==> src/rtl/alu_mc_unit.sv <==
// Multi-cycle ALU: decodes alu_op/func fields, single-cycle ops registered,
// MUL/MULHU (and DIVU/REMU when ALU_MC_DIV_EN is defined) iterate one bit per edge.
module alu_mc_unit #(
   parameter int DATA_W = 32
) (
   input  logic              clk,
   input  logic              arst,
   input  logic              flush,
   input  logic              in_valid,
   output logic              in_ready,
   input  logic [1:0]        alu_op,
   input  logic              func7_5,
   input  logic              func7_0,
   input  logic [2:0]        func3,
   input  logic [DATA_W-1:0] op_a,
   input  logic [DATA_W-1:0] op_b,
   output logic [DATA_W-1:0] result,
   output logic              out_valid
);
   localparam int SH_W  = $clog2(DATA_W);
   localparam int CNT_W = SH_W + 1;

   typedef enum logic [1:0] {S_IDLE, S_MUL, S_DIV} state_t;
   typedef enum logic [3:0] {
      K_ADD, K_SUB, K_AND, K_OR, K_SLT, K_SLL, K_SRL,
      K_MUL, K_MULHU, K_DIVU, K_REMU, K_ZERO
   } kind_t;

   state_t            state, state_n;
   kind_t             kind;
   logic [CNT_W-1:0]  cnt, cnt_n;
   logic [DATA_W-1:0] hi, hi_n, lo, lo_n, opnd, opnd_n;
   logic              sel_hi, sel_hi_n;
   logic [DATA_W-1:0] result_n, sc_res;
   logic              out_valid_n;
   logic              accept, last_iter;
   logic [4:0]        fn;
   logic [SH_W-1:0]   shamt;
   logic [DATA_W:0]   mul_sum;

   assign fn        = {func7_5, func7_0, func3};
   assign shamt     = op_b[SH_W-1:0];
   assign in_ready  = (state == S_IDLE);
   assign accept    = in_valid & in_ready & ~flush;
   assign last_iter = (cnt == CNT_W'(DATA_W));

   always_comb begin
      kind = K_AND;
      case (alu_op)
         2'b00: kind = K_ADD;
         2'b01: kind = K_SUB;
         2'b11: kind = K_ZERO;
         default: begin
            case (fn)
               5'b00000: kind = K_ADD;
               5'b10000: kind = K_SUB;
               5'b00111: kind = K_AND;
               5'b00110: kind = K_OR;
               5'b00010: kind = K_SLT;
               5'b00001: kind = K_SLL;
               5'b00101: kind = K_SRL;
               5'b01000: kind = K_MUL;
               5'b01011: kind = K_MULHU;
`ifdef ALU_MC_DIV_EN
               5'b01101: kind = K_DIVU;
               5'b01111: kind = K_REMU;
`endif
               default:  kind = K_AND;
            endcase
         end
      endcase
   end

   always_comb begin
      sc_res = '0;
      case (kind)
         K_ADD: sc_res = op_a + op_b;
         K_SUB: sc_res = op_a - op_b;
         K_AND: sc_res = op_a & op_b;
         K_OR:  sc_res = op_a | op_b;
         K_SLT: sc_res = {{(DATA_W-1){1'b0}}, $signed(op_a) < $signed(op_b)};
         K_SLL: sc_res = op_a << shamt;
         K_SRL: sc_res = op_a >> shamt;
         default: sc_res = '0;
      endcase
   end

   // Shift-add step: {hi,lo} is the 2W-bit accumulator, lo starts as the multiplier.
   assign mul_sum = {1'b0, hi} + (lo[0] ? {1'b0, opnd} : {(DATA_W+1){1'b0}});

`ifdef ALU_MC_DIV_EN
   // Restoring step: hi is the partial remainder, lo shifts dividend out / quotient in.
   logic [DATA_W:0]   div_rs;
   logic [DATA_W-1:0] div_sub;
   logic              div_ge;
   assign div_rs  = {hi, lo[DATA_W-1]};
   assign div_ge  = (div_rs >= {1'b0, opnd});
   assign div_sub = div_rs[DATA_W-1:0] - opnd;
`endif

   always_comb begin
      state_n     = state;
      cnt_n       = cnt;
      hi_n        = hi;
      lo_n        = lo;
      opnd_n      = opnd;
      sel_hi_n    = sel_hi;
      result_n    = result;
      out_valid_n = 1'b0;
      case (state)
         S_IDLE: begin
            if (accept) begin
               case (kind)
                  K_MUL, K_MULHU: begin
                     state_n  = S_MUL;
                     cnt_n    = '0;
                     hi_n     = '0;
                     lo_n     = op_b;
                     opnd_n   = op_a;
                     sel_hi_n = (kind == K_MULHU);
                  end
`ifdef ALU_MC_DIV_EN
                  K_DIVU, K_REMU: begin
                     state_n  = S_DIV;
                     cnt_n    = '0;
                     hi_n     = '0;
                     lo_n     = op_a;
                     opnd_n   = op_b;
                     sel_hi_n = (kind == K_REMU);
                  end
`endif
                  default: begin
                     result_n    = sc_res;
                     out_valid_n = 1'b1;
                  end
               endcase
            end
         end
         S_MUL: begin
            if (flush) begin
               state_n = S_IDLE;
            end else if (last_iter) begin
               result_n    = sel_hi ? hi : lo;
               out_valid_n = 1'b1;
               state_n     = S_IDLE;
            end else begin
               {hi_n, lo_n} = {mul_sum, lo[DATA_W-1:1]};
               cnt_n        = cnt + 1'b1;
            end
         end
`ifdef ALU_MC_DIV_EN
         S_DIV: begin
            if (flush) begin
               state_n = S_IDLE;
            end else if (last_iter) begin
               result_n    = sel_hi ? hi : lo;
               out_valid_n = 1'b1;
               state_n     = S_IDLE;
            end else begin
               hi_n  = div_ge ? div_sub : div_rs[DATA_W-1:0];
               lo_n  = {lo[DATA_W-2:0], div_ge};
               cnt_n = cnt + 1'b1;
            end
         end
`endif
         default: state_n = S_IDLE;
      endcase
   end

   always_ff @(posedge clk or posedge arst) begin
      if (arst) begin
         state     <= S_IDLE;
         cnt       <= '0;
         hi        <= '0;
         lo        <= '0;
         opnd      <= '0;
         sel_hi    <= 1'b0;
         result    <= '0;
         out_valid <= 1'b0;
      end else begin
         state     <= state_n;
         cnt       <= cnt_n;
         hi        <= hi_n;
         lo        <= lo_n;
         opnd      <= opnd_n;
         sel_hi    <= sel_hi_n;
         result    <= result_n;
         out_valid <= out_valid_n;
      end
   end
endmodule

==> config.mk <==
export PLATFORM = sky130hd
export DESIGN_NAME = alu_mc_unit
export DESIGN_NICKNAME = d
export VERILOG_FILES = /design/src/rtl/alu_mc_unit.sv
export SDC_FILE = /design/constraint.sdc
export NUM_CORES = 1
export LEC_CHECK = 0
export ABC_AREA = 1
export ABC_CLOCK_PERIOD_IN_PS = 11100
export CAP_MARGIN = 20
export CORE_ASPECT_RATIO = 1.75
export CORE_MARGIN = 4
export CORE_UTILIZATION = 38
export DETAILED_ROUTE_END_ITERATION = 8
export PLACE_DENSITY_LB_ADDON = 0.3
export SETUP_SLACK_MARGIN = 0.15
export SLEW_MARGIN = 30
export SYNTH_ARGS = -nofsm -noshare
export SYNTH_HDL_FRONTEND = slang
export SYNTH_SLANG_ARGS = --single-unit
==> constraint.sdc <==
create_clock -name clk -period 11.1 [get_ports clk]
set_input_delay 1.11 -clock clk [delete_from_list [all_inputs] [get_ports clk]]
set_output_delay 1.11 -clock clk [all_outputs]
set_load 0.01 [all_outputs]
; ---- Word-level counts from Yosys, hierarchy flattened
; Memory sizes are Yosys's and may differ from the RTL's.
; Index checks and enable logic that the tools add are counted.
[totals]
regBits = 138
romBits = 128
in_bits = 75
output_inout_bits = 34
word_cells = 83
mem_count = 1
[op_classes]
add_sub_neg = 4
n_lt_le_gt_ge = 1
eq_ne = 19
shift = 2
n_mux = 34
bitwise_logic = 5
reduce_logical = 9
[memory_table]
columns = memory, depth, word_bits, rd, rd_clocked_by_memory_dff, wr, line_no
row1 = (name not given), 32, 4, 1, 0, 0, 54  ; case (fn)
[ops]
columns = operator, n
row1 = two-way mux 32 bit, 14
row2 = case mux 32 bit (7 select lines), 1
row3 = case mux 32 bit (2 select lines), 3
row4 = adder 32 x 32 -> 33 bit, 1
row5 = adder 32 bit, 1
row6 = AND 32 bit, 1
row7 = less-than comparator 32 bit, 1
row8 = OR 32 bit, 1
row9 = << shifter 32 x 5 -> 32 bit, 1
row10 = >> shifter 32 x 5 -> 32 bit, 1
row11 = subtractor 32 bit, 1
row12 = two-way mux 6 bit, 4
row13 = "equality test 4 x 3 -> 1 bit, second input constant", 4
row14 = case mux 4 bit (3 select lines), 1
row15 = case mux 6 bit (2 select lines), 1
row16 = AND reduction 5 bit, 2
row17 = "equality test 4 x 2 -> 1 bit, second input constant", 2
row18 = two-way mux 2 bit, 4
row19 = "inequality test 2 bit, second input constant", 4
row20 = "adder 6 x 1 -> 6 bit, second input constant", 1
row21 = "equality test 6 bit, second input constant", 1
row22 = AND reduction 3 bit, 2
row23 = "equality test 2 x 1 -> 1 bit, second input constant", 2
row24 = "equality test 4 x 1 -> 1 bit, second input constant", 1
row25 = 13 further kinds, 19

; ---- Longest topological paths before layout
[logic_depth]
word_depth = 7
mapped_depth = 21
depth_no_buf = 18

; ---- Least setup slack after synthesis
; OpenSTA, ideal clock, no wires.
[synth_timing]
kind = input-to-reg
from = input op_b[4]
to = register result[18]
setup_time_ns = 0.126
t_arrival_ns = 3.286
t_required_ns = 10.974
path_slack_ns = 7.689
stages = 18
n_path_buf = 4
cell_sequence = buf_2 -> inv_1 -> clkbuf_1 -> buf_2 -> ha_1 -> clkbuf_1 -> nor2_1 -> nand4_1 -> nand3_1 -> nand2_1 -> nand2_1 -> nand2_1 -> nand2_1 -> nand2_1 -> nand3_1 -> nand3_1 -> o21ai_0 -> a21oi_1
[synth_between]
elab_chain_len = 5
word_cells_on_any_way = 8
cone_classes = 2 x add/sub / 2 x shift / 4 x mux
[synth_lines]
columns = item, line_no
row1 = "start, declared", 16  ; input logic [DATA_W-1:0] op_b,
row2 = "subtractor 32 bit, or another cell as far along", 78  ; K_SUB: sc_res = op_a - op_b;
row3 = case mux 32 bit (7 select lines) *, 76  ; case (kind)
row4 = two-way mux 32 bit *, 113  ; case (kind)
row5 = two-way mux 32 bit *, 112  ; if (accept) begin
row6 = case mux 32 bit (2 select lines) *, 110  ; case (state)
row7 = "end signal, assigned", 187  ; result <= result_n;
row8 = "end, declared", 17  ; output logic [DATA_W-1:0] result,
; Mark *: on every way between the ends. The rest lies on a longest branch, timed or not. The select of a mux whose other input is x is not followed.
; A chain may end at the register's enable or synchronous reset.

; ---- Final worst setup path
[layout_timing]
from = input func3[0]
to = register hi[6]
[layout_between]
elab_chain_len = 6
word_cells_on_any_way = 7
cone_classes = 3 x eq/ne / 1 x mux / 2 x reduce/logical / 1 x memory
[layout_lines]
columns = item, line_no
row1 = "start, declared", 14  ; input logic [2:0] func3,
row2 = memory (32 x 4 bit) *, --
row3 = case mux 4 bit (3 select lines) *, 49  ; case (alu_op)
row4 = equality test 4 bit or equality test 4 x 3 -> 1 bit (tied branches), 113
row5 = OR reduction 2 bit *, 113
row6 = inequality test 2 x 1 -> 1 bit (no line) *, --
row7 = AND reduction 5 bit (no line) *, --
row8 = "end signal, assigned", 183  ; hi <= hi_n;
row9 = "end, declared", 32  ; logic [DATA_W-1:0] hi, hi_n, lo, lo_n, opnd, opnd_n;
; Mark *: on every way between the ends. The rest lies on a longest branch, timed or not.

==> summary.txt <==
Run status
  – Outcome: completed

Placement
  – DP Wirelength: 66.6 mm
  – PortBufs: 108
  – Final Wtd Congestion: 1.04

CTS
  – H-tree Lvls: 4
  – Cts repair resizes: 0
  – CTS sink cnt: 137
  – CTS tree: done
  – Root Driver: clkbuf_16
  – CTS Hold Bufs: 0
  – Worst skew pair latency: 430 ps
  – CTS buffer count: 17
  – CTS Buffer Depth: 2
  – Setup Fix Bufs, Post-CTS: 0
  – Worst-path clk slew: 60 ps

Worst setup path
  – Crit-path leading delay family: simple AND/OR/NAND/NOR gates
  – Most frequent CP cell: nand2_1
  – Crit path cell chain: clkdlybuf4s50_1 -> inv_1 -> ha_1 -> nand3_1 -> nand2_1 -> nand2_1 -> nand2_1 -> nand2_2 -> nor2_2 -> nand2_1 -> nand2_2 -> nand2_4 -> nand2_4 -> buf_4 -> inv_2 -> o31ai_1
  – WP buf/inv: 4
  – Peak fanout along the critical path: 69
  – Slowest cell on crit path: buf_4
  – CP arrival: 5310 ps
  – Critical Path RT: 11420 ps
  – Startpoint Class: primary input
  – Max stage delay on crit path: 630 ps
  – Critical path endpoint category: flip-flop
  – Setup CP Type: primary input to flip-flop

Final layout
  – Multi-input gate area: 12700 sq um
  – Number of diodes: 0
  – Commonest non-fill, non-tap cells in the layout: 937 x nand2_1, 469 x nand3_1, 419 x inv_1
  – Layout area overhead: 10.5%
  – Layout cells sized above 1: 0.0390
  – Commonest non-fill, non-tap cell in the layout: nand2_1
  – FILL cells: 5338
  – Nets: 3448
  – Sequential cell area: 3430 sq um

Global route
  – Vias in the first global route: 20.9k
  – Antenna violations before repair: 0
  – GRT Total Usage: 0.306
  – Total congestion overflow: 0
  – First-pass GRT wire length: 122 mm
  – Largest net degree at the start of global routing: 82

Timing
  – Fmax: 0.201 GHz
  – Period utilisation layout: 0.449
  – Crit path time final: 4990 ps
  – Final setup violating endpoints: 0
  – Setup TNS: 0 ps
  – Pins Over Slew Limit: 0
  – Final Skew: 10.3 ps
  – Worst-Margin Slew: 797 ps
  – Worst rel slew slack: 0.469
  – RSZ-0062 raised after global routing: no
  – Final hold vios: 0

Floorplan
  – Die height: 299 um
  – Die span in x: 174 um
  – Initial core utilization: 0.384
  – Total core area: 47900 sq um
  – FP Rows: 106
  – Io pins: 109
  – Area of the die: 52200 sq um

Yosys
  – Synth cell types: 44
  – Post-Syn Nets: 3445
  – Synth warnings: 0
  – Leading register cell type out of synthesis: dfrtp_1
  – Asr flop ratio synth: 1.00
  – Register area share after synthesis: 0.186
  – Syn_area_per_cell: 5.73 sq um
  – Number of synthesized flops with an enable pin: 0
  – Mapped Area: 18400 sq um
  – Post-synthesis register bit count: 137
  – Cells after Synth: 3214

Power
  – Clock share of power: 0.221
  – Sequential power share: 0.293
  – VDD IR max: 0.0915 mV
  – Sw frac: 0.454
  – Switch Pwr: 1170 uW
  – PwrDens: 126 nW/um^2
  – Static leakage: 0.0106 uW
  – Combinational group share of total power: 0.486
  – Cell-internal power: 1400 uW
  – Power Total: 2570 uW

Drt
  – Iter 0 DRT Violations: 1639
  – Post-route ant nets: 0
  – First drt pass iteration count: 6
  – Wirelength per Cell: 21.2 um
  – Drt total wl: 82.2 mm
  – Residual DRC: 0
  – Vias/cell: 5.49
  – Total number of vias: 21.3k

Min path
  – HP Class: flip-flop to flip-flop

Job
  – Max-cap viol count: 0
==> cell usage after synthesis, types with 3 or more instances <==
library cell | instances | area, sq um
nand3b_1 | 8 | 60.1
inv_1 | 422 | 1580
nor2_4 | 8 | 90.1
o21ai_1 | 18 | 90.1
nand2_1 | 937 | 3520
xnor2_1 | 3 | 26.3
nor3_1 | 14 | 70.1
o31ai_1 | 3 | 22.5
o21a_1 | 3 | 22.5
o211ai_2 | 20 | 250
nand3_1 | 469 | 2350
buf_6 | 8 | 90.1
nor4_1 | 4 | 25.0
nand4_1 | 40 | 250
nor2_1 | 350 | 1310
xor2_1 | 12 | 105
buf_2 | 39 | 195
dfrtp_1 | 137 | 3430
ha_1 | 153 | 1910
nand3_2 | 4 | 40.0
or2_0 | 5 | 31.3
a21boi_0 | 3 | 22.5
buf_1 | 16 | 60.1
o22ai_1 | 6 | 37.5
buf_4 | 6 | 45.0
or2_2 | 9 | 56.3
a31oi_1 | 8 | 50.1
and2_1 | 3 | 18.8
nand2_2 | 9 | 56.3
o21ai_0 | 177 | 886
inv_2 | 10 | 37.5
a21o_1 | 4 | 30.0
or2_1 | 7 | 43.8
fa_1 | 3 | 60.1
o21bai_1 | 12 | 90.1
clkbuf_1 | 74 | 278
o211ai_1 | 28 | 210
nand2_4 | 4 | 45.0
a21oi_1 | 171 | 856
==> area by class of cell <==
class,count,area share
Inverter,434,0.0804
Clock inverter,11,0.00609
Tap cell,648,0.0399
Sequential cell,137,0.169
Multi-Input combinational cell,2499,0.623
Timing Repair Buffer,128,0.0596
Clock buffer,20,0.0225
==> cell families after synthesis <==
group           share of synthesized area
compound gates                      0.140
xor+xnor                          0.00714
fa+ha+maj                           0.107
buf+inv                             0.126
flops                               0.186
simple gates                        0.434
==> metrics by stage <==
step | utilization | cell area (sq um) | std cells | hold WS, ps | setup WS (ps)
finish | 0.425 | 20300 | 3877 | 483 | 6110
global route | 0.425 | 20300 | 3877 | 509 | 5790
CTS | 0.425 | 20300 | 3877 | 487 | 6150
detailed placement | 0.413 | 19800 | 3846 | 473 | 5770
global placement | 0.413 | 19800 | 3846 | 465 | 5860
floorplan | - | 18400 | 3214 | 453 | 6320
==> power groups by stage <==
stage	clock, uW	sequential (uW)	combinational (uW)
floorplan	0	735	803
global placement	0	757	1220
detailed placement	0	758	1230
CTS	576	751	1230
global route	596	767	1380
finish	567	753	1250
==> sequential cells by signal, summed over array words and instances (netlist names) <==
register   cells
hi            32
lo            32
opnd          32
result        32
cnt            6
out_valid      1
sel_hi         1
state          1
==> tightest hold or removal path, cell delays in order, from the launching register on <==
cell	delay (ps)
dfrtp_1	340
nand2_1	50
o21ai_0	60
==> worst paths after layout <==
check                      slack [ps]                  from                   end  depth (start not counted)
setup / recovery                 6110              func3[0]     hi[6]$_DFFE_PP0P_                         16
hold / removal                    480  opnd[11]$_DFFE_PP0P_  opnd[11]$_DFFE_PP0P_                          2
setup reg to reg                 7220  state[0]$_DFFE_PP0P_     hi[6]$_DFFE_PP0P_                          9
hold reg to reg                   480  opnd[11]$_DFFE_PP0P_  opnd[11]$_DFFE_PP0P_                          2
max in group asynchronous        8630                  arst  opnd[26]$_DFFE_PP0P_                          3
min in group asynchronous        1170                  arst     lo[6]$_DFFE_PP0P_                          2
==> layer usage <==
layer | vias up | global-route usage | wire (um)
met4 | 0 | 0.253 | 8130
met5 | - | 0 | 0
met1 | 9877 | 0.322 | 29900
met3 | 300 | 0.0400 | 3830
li1 | 10300 | - | -
met2 | 770 | 0.537 | 40400
No activity file was read; power rests on OpenSTA's default activity.
